===== config.mk =====
export PLATFORM = sky130hd
export DESIGN_NAME = int_sequencer
export DESIGN_NICKNAME = d
export VERILOG_FILES = /design/src/rtl/int_sequencer.sv
export SDC_FILE = /design/constraint.sdc
export NUM_CORES = 1
export LEC_CHECK = 0
export CAP_MARGIN = 20
export CORE_MARGIN = 8
export CORE_UTILIZATION = 30
export CTS_BUF_LIST = sky130_fd_sc_hd__clkbuf_2 sky130_fd_sc_hd__clkbuf_4 sky130_fd_sc_hd__clkbuf_8
export DETAILED_ROUTE_END_ITERATION = 12
export PLACE_DENSITY = 0.72
export SLEW_MARGIN = 20
export SYNTH_ARGS = -nofsm -noshare
export SYNTH_HDL_FRONTEND = slang
export SYNTH_SLANG_ARGS = --single-unit

===== constraint.sdc =====
create_clock -name clk -period 1.29 [get_ports clk]
set_input_delay 0.258 -clock clk [delete_from_list [all_inputs] [get_ports clk]]
set_output_delay 0.258 -clock clk [all_outputs]
set_load 0.03 [all_outputs]

===== src/rtl/int_sequencer.sv =====
// int_sequencer: four-source vectored interrupt controller with a fixed-priority
//   arbiter (source 3 highest). Rising edges on done[] are captured into pending[]
//   and gated by the mask. A single request is raised and the ack/ret handshake runs.
// Ports: clk, rst (sync, active-high); done[3:0] completion lines;
//   mask_we/mask_wd mask write; int_ack/int_ret CPU handshake pulses;
//   int_req, int_id, int_addr = {VEC_BASE, int_id}; pending, mask, busy status.
module int_sequencer #(
  parameter logic [29:0] VEC_BASE = 30'h3FFF_FFFF
) (
  input  logic        clk,
  input  logic        rst,
  input  logic [3:0]  done,
  input  logic        mask_we,
  input  logic [3:0]  mask_wd,
  input  logic        int_ack,
  input  logic        int_ret,
  output logic        int_req,
  output logic [1:0]  int_id,
  output logic [31:0] int_addr,
  output logic [3:0]  pending,
  output logic [3:0]  mask,
  output logic        busy
);

  typedef enum logic [1:0] {IDLE, REQ, SERVICE} state_t;

  state_t     state;
  logic [3:0] done_q;
  logic [3:0] rise;
  logic [3:0] elig;
  logic [1:0] winner;
  logic [3:0] clr;
  logic       take_ack;

  assign rise = done & ~done_q;
  assign elig = pending & mask;

  // Fixed priority: highest set bit wins.
  always_comb begin
    winner = 2'd0;
    if (elig[3])      winner = 2'd3;
    else if (elig[2]) winner = 2'd2;
    else if (elig[1]) winner = 2'd1;
  end

  // A withdrawn request (nothing eligible) takes precedence over a late ack.
  assign take_ack = (state == REQ) && (elig != 4'b0000) && int_ack;
  assign clr      = take_ack ? (4'b0001 << int_id) : 4'b0000;

  // int_id is a register, so the vector never glitches.
  assign int_addr = {VEC_BASE, int_id};

  always_ff @(posedge clk) begin
    if (rst) begin
      state   <= IDLE;
      done_q  <= 4'b0000;
      pending <= 4'b0000;
      mask    <= 4'b0000;
      int_req <= 1'b0;
      int_id  <= 2'd0;
      busy    <= 1'b0;
    end else begin
      done_q  <= done;
      // A new rising edge on the bit being acknowledged survives the clear.
      pending <= (pending & ~clr) | rise;
      if (mask_we) mask <= mask_wd;

      case (state)
        IDLE: begin
          int_req <= 1'b0;
          busy    <= 1'b0;
          if (elig != 4'b0000) begin
            state   <= REQ;
            int_req <= 1'b1;
            int_id  <= winner;
          end
        end
        REQ: begin
          if (elig == 4'b0000) begin
            state   <= IDLE;
            int_req <= 1'b0;
          end else if (int_ack) begin
            state   <= SERVICE;
            int_req <= 1'b0;
            busy    <= 1'b1;
          end else begin
            // Reload every cycle so a higher-priority arrival preempts.
            int_id  <= winner;
          end
        end
        SERVICE: begin
          if (int_ret) begin
            state <= IDLE;
            busy  <= 1'b0;
          end
        end
        default: begin
          state   <= IDLE;
          int_req <= 1'b0;
          busy    <= 1'b0;
        end
      endcase
    end
  end

endmodule


==> After elaboration in Yosys (flattened, before gate mapping) <==
Cells that the tools add are included.
{ "op_classes": {"shifts": 1, "bitwise_logic": 7, "eq_ne": 8, "n_reduce_logical": 10, "muxes": 21, "n_lt_le_gt_ge": 0, "div_mod_pow": 0, "addsub": 0, "n_mul": 0} }
{ "op_table": {"columns": ["operator", "n"], "rows": [
  ["two-way mux 2 bit", 9],
  ["AND 4 bit", 3],
  ["!= test 2 bit, second input constant", 5],
  ["inverter 4 bit", 2],
  ["two-way mux 1 bit", 7],
  ["one-hot mux 2 bit (3 select lines)", 1],
  ["AND reduction 3 bit", 2],
  ["logical NOT 4 bit", 1],
  ["two-way mux 4 bit", 1],
  ["bitwise OR 4 bit", 1],
  ["one-hot mux 2 bit (2 select lines)", 1],
  ["AND reduction 4 bit", 1],
  ["nonzero test 4 bit", 1],
  ["<< shifter 1 x 2 -> 4 bit, first input constant", 1],
  ["!= test 3 x 2 -> 1 bit, second input constant", 1],
  ["one-hot mux 1 bit (3 select lines)", 1],
  ["== test 2 x 1 -> 1 bit, second input constant", 1],
  ["== test 2 bit, second input constant", 1],
  ["logical AND 1 bit", 2],
  ["logical NOT 2 bit", 1],
  ["one-hot mux 1 bit (2 select lines)", 1],
  ["AND reduction 2 bit", 1],
  ["nonzero test 2 bit", 1],
  ["inverter 1 bit", 1]
]} }
{ "totals": {"output_inout_bits": 44, "n_memories": 0, "rom_bits": 0, "ramBits": 0, "latch_bits": 0, "regBits": 18} }

==> Longest topological paths before layout <==
{ "depth": {"ltp_word": 8, "depth_mapped": 4, "mapped_depth_nobuf": 4} }

==> Worst setup path before layout <==
OpenSTA, ideal clock, no wires.
{ "synth_path": {"path_kind": "register -> register", "from": "register pending[2]", "to": "register pending[3]", "synth_period_minus_slack_ns": 1.346, "path_buffers": 0, "t_arrival_ns": 1.197, "setup_slack_ns": -0.056, "stages_incl_launch_ff": 5, "required_ns": 1.141, "cell_sequence": "dfxtp_1 > a22oi_2 > and2_4 > nor3b_1 > a311oi_1"} }
{ "synth_between": {"elab_chain_cells": 8} }
{ "synth_lines": {"columns": ["element", "line_no", "rtl"], "rows": [
  ["start: declaration", "20", "output logic [3:0] pending,"],
  ["start signal: assignment", "65", "pending <= (pending & ~clr) | rise;"],
  ["AND 4 bit", "36", "assign elig = pending & mask;"],
  ["nonzero test 4 bit", "47", "assign take_ack = (state == REQ) && (elig != 4'b0000) && int_ack;"],
  ["logical AND 1 bit (2 in series)", "47", null],
  ["two-way mux 4 bit", "48", "assign clr = take_ack ? (4'b0001 << int_id) : 4'b0000;"],
  ["inverter 4 bit", "65", null],
  ["AND 4 bit", "65", null],
  ["bitwise OR 4 bit", "65", null]
]} }
No other way between the ends.
A chain may end at the register's enable or synchronous reset.

==> Worst setup path after layout <==
{ "layout_path": {"from": "register int_id[0]", "to": "output int_addr[0]"} }
{ "layout_lines": {"columns": ["element", "line_no", "rtl"], "rows": [
  ["start: declaration", "18", "output logic [1:0] int_id,"],
  ["start signal: assignment", "75", "int_id <= winner;"],
  ["start signal: assignment", "88", "int_id <= winner;"],
  ["end: declaration", "19", "output logic [31:0] int_addr,"]
]} }
No word-level cell between the ends.

==> flow_summary.ini <==
[run_status]
status = finished, final reports clean

[floorplan]
core_um2 = 3050
initial_core_util = 0.315
die_area_um2 = 5280
rows = 20
die_x_um = 72.6
ios = 57
die_h_um = 72.6

[synthesis]
ys_seq_area_frac = 0.375
ys_seq_elements = 18
synthCells = 111
yosys_warnings = 0
synthesis.area_um2 = 962
synthDistinctLibCells = 22
syn_area_per_cell_um2 = 8.67

[sta]
period_needed_ns = 1.19
fin_worst_skew_ns = 0.00282
finalHoldViolCount = 0
rsz0062_at_grt = false
timing.final.crit_share = 0.921
finalMaxSlewViolations = 0
fmax_mhz = 842
finalSetupViolCount = 0

[power]
power_density_nw_per_um2 = 1140
total_power_mw = 1.34
peakVddDrop_uv = 605
p_leak_nw = 0.527

[routing]
first_pass_iters = 4
num_vias = 733
vias_per_cell = 4.05
wl_per_cell_um = 12.0
drc = 0
first_iter_violations = 33
ant_nets = 0
routed_wl_mm = 2.17

[layout]
nNetsFinal = 151
fin_util = 0.386
drive_above_1_share = 0.234
syn_to_final_growth_pct = 22.4
antenna_cells = 0

[place]
post-dp-hpwl_mm = 1.74
gp_congestion = 0.773
io_buffers = 26

[cts]
h-tree-depth = 1
numCtsBuffers = 3
clk_latency_ns = 0.30
hold_buffers = 0
cts-root-buf = clkbuf_4
ctsLongestPathBuffers = 2
cts_tree = built
clk_pin_slew_worst_paths_ns = 0.10
cts.sinks = 18
cts_setup_buffers = 0

[critical_path]
path_class = reg -> out
cp.buffers_inverters = 1
crit_arrival_ns = 0.93
crit_path_max_fanout = 5
critical_path_required_ns = 1.03
worst_path_largest_cell_delay_ns = 0.43
worstSetupEndpointType = output pin
cp_slowest_cell = dfxtp_1
crit_family = flip-flops
crit_chain = buf_4
critPathLaunchType = flop

[grt]
antenna_found_initial = 0
first_global_vias = 701
overflow = 0
grt_max_degree = 19
grt_pass1_wl_mm = 3.32
grt_usage = 0.0795

[min_path]
hold_class = reg -> reg

[job]
cap_violations = 0
-- kinds of logic after synthesis --
group / share of synthesized area
compound gates: 0.126
other cells: 0.00390
buf+inv: 0.267
mux: 0.0416
simple gates: 0.187
flops: 0.375
-- area by class of cell --
type,count,area [um^2]
Fill cell,322,1880
Clock buffer,4,36.3
Sequential cell,18,370
Timing Repair Buffer,28,253
Multi-Input combinational cell,86,459
Tap cell,44,55.1
Inverter,1,3.75
-- sequential cells by signal, indices dropped and copies added, names as in the netlist --
register,cells
busy,1
done_q,4
int_id,2
int_req,1
mask,4
pending,4
state,2
-- cells in the mapped netlist --
library cell	n	area, um^2
a21oi_1	6	30.0
buf_4	32	240
inv_1	1	3.75
mux2i_1	4	40.0
buf_2	1	5.00
nor3_1	3	15.0
nor3b_1	1	7.51
clkbuf_1	2	7.51
and2b_1	1	7.51
nor2_1	11	41.3
conb_1	1	3.75
and2_4	1	8.76
nor2b_1	9	56.3
o21ai_0	2	10.0
a211oi_1	2	15.0
dfxtp_1	18	360
a22oi_2	2	25.0
a31oi_1	1	6.26
nand2b_1	4	25.0
a311oi_1	3	26.3
a32oi_1	1	8.76
nand2_1	5	18.8
-- through the flow --
stage | hold WS, ns | worst slack, ns | area (um^2) | TNS, ns | instances
2_1_floorplan | 0.386 | 0.0188 | 1080 | 0 | 140
3_3_place_gp | 0.501 | -0.118 | 1130 | -0.505 | 177
3_5_place_dp | 0.510 | -0.180 | 1130 | -0.756 | 177
4_1_cts | 0.522 | 0.0215 | 1170 | 0 | 181
5_1_grt | 0.526 | 0.00218 | 1180 | 0 | 181
6_report | 0.517 | 0.102 | 1180 | 0 | 181
-- final timing paths --
check           endpoint  depth (start not counted)       start  slack (ns)
max          int_addr[0]                          1   int_id[0]        0.10
min           pending[1]                          3   done_q[1]        0.52
max reg2reg   pending[3]                          4  pending[1]        0.12
min reg2reg   pending[1]                          3   done_q[1]        0.52
-- layout by cell type, fill, tap and decap left out, types with 4 or more instances in the layout --
cell	n
nand2b_1	4
nor2_1	11
conb_1	30
nand2_1	5
buf_4	15
dfxtp_2	8
nor2b_1	9
mux2i_1	4
a21oi_1	6
dfxtp_1	10
clkdlybuf4s50_1	12
-- layer usage --
layer  vias to the layer above  GRT usage  part of all wire
li1                        358          -                 -
met1                       337     0.0786              0.41
met2                        33      0.131              0.46
met3                         5     0.0481              0.11
met4                         0     0.0333             0.013
met5                         -          0                 0
-- where the power goes --
part           switching (mW)  internal, mW
combinational           0.242         0.117
sequential             0.0361         0.592
clock                   0.177         0.172
total                   0.456         0.881
-- what timing repair did --
action                                  in CTS  in global routing
gates resized for setup                      0                  3
endpoints found under the setup margin       0                  5
endpoints found under the hold margin        0                  0
(Power assumes the default switching activity.)
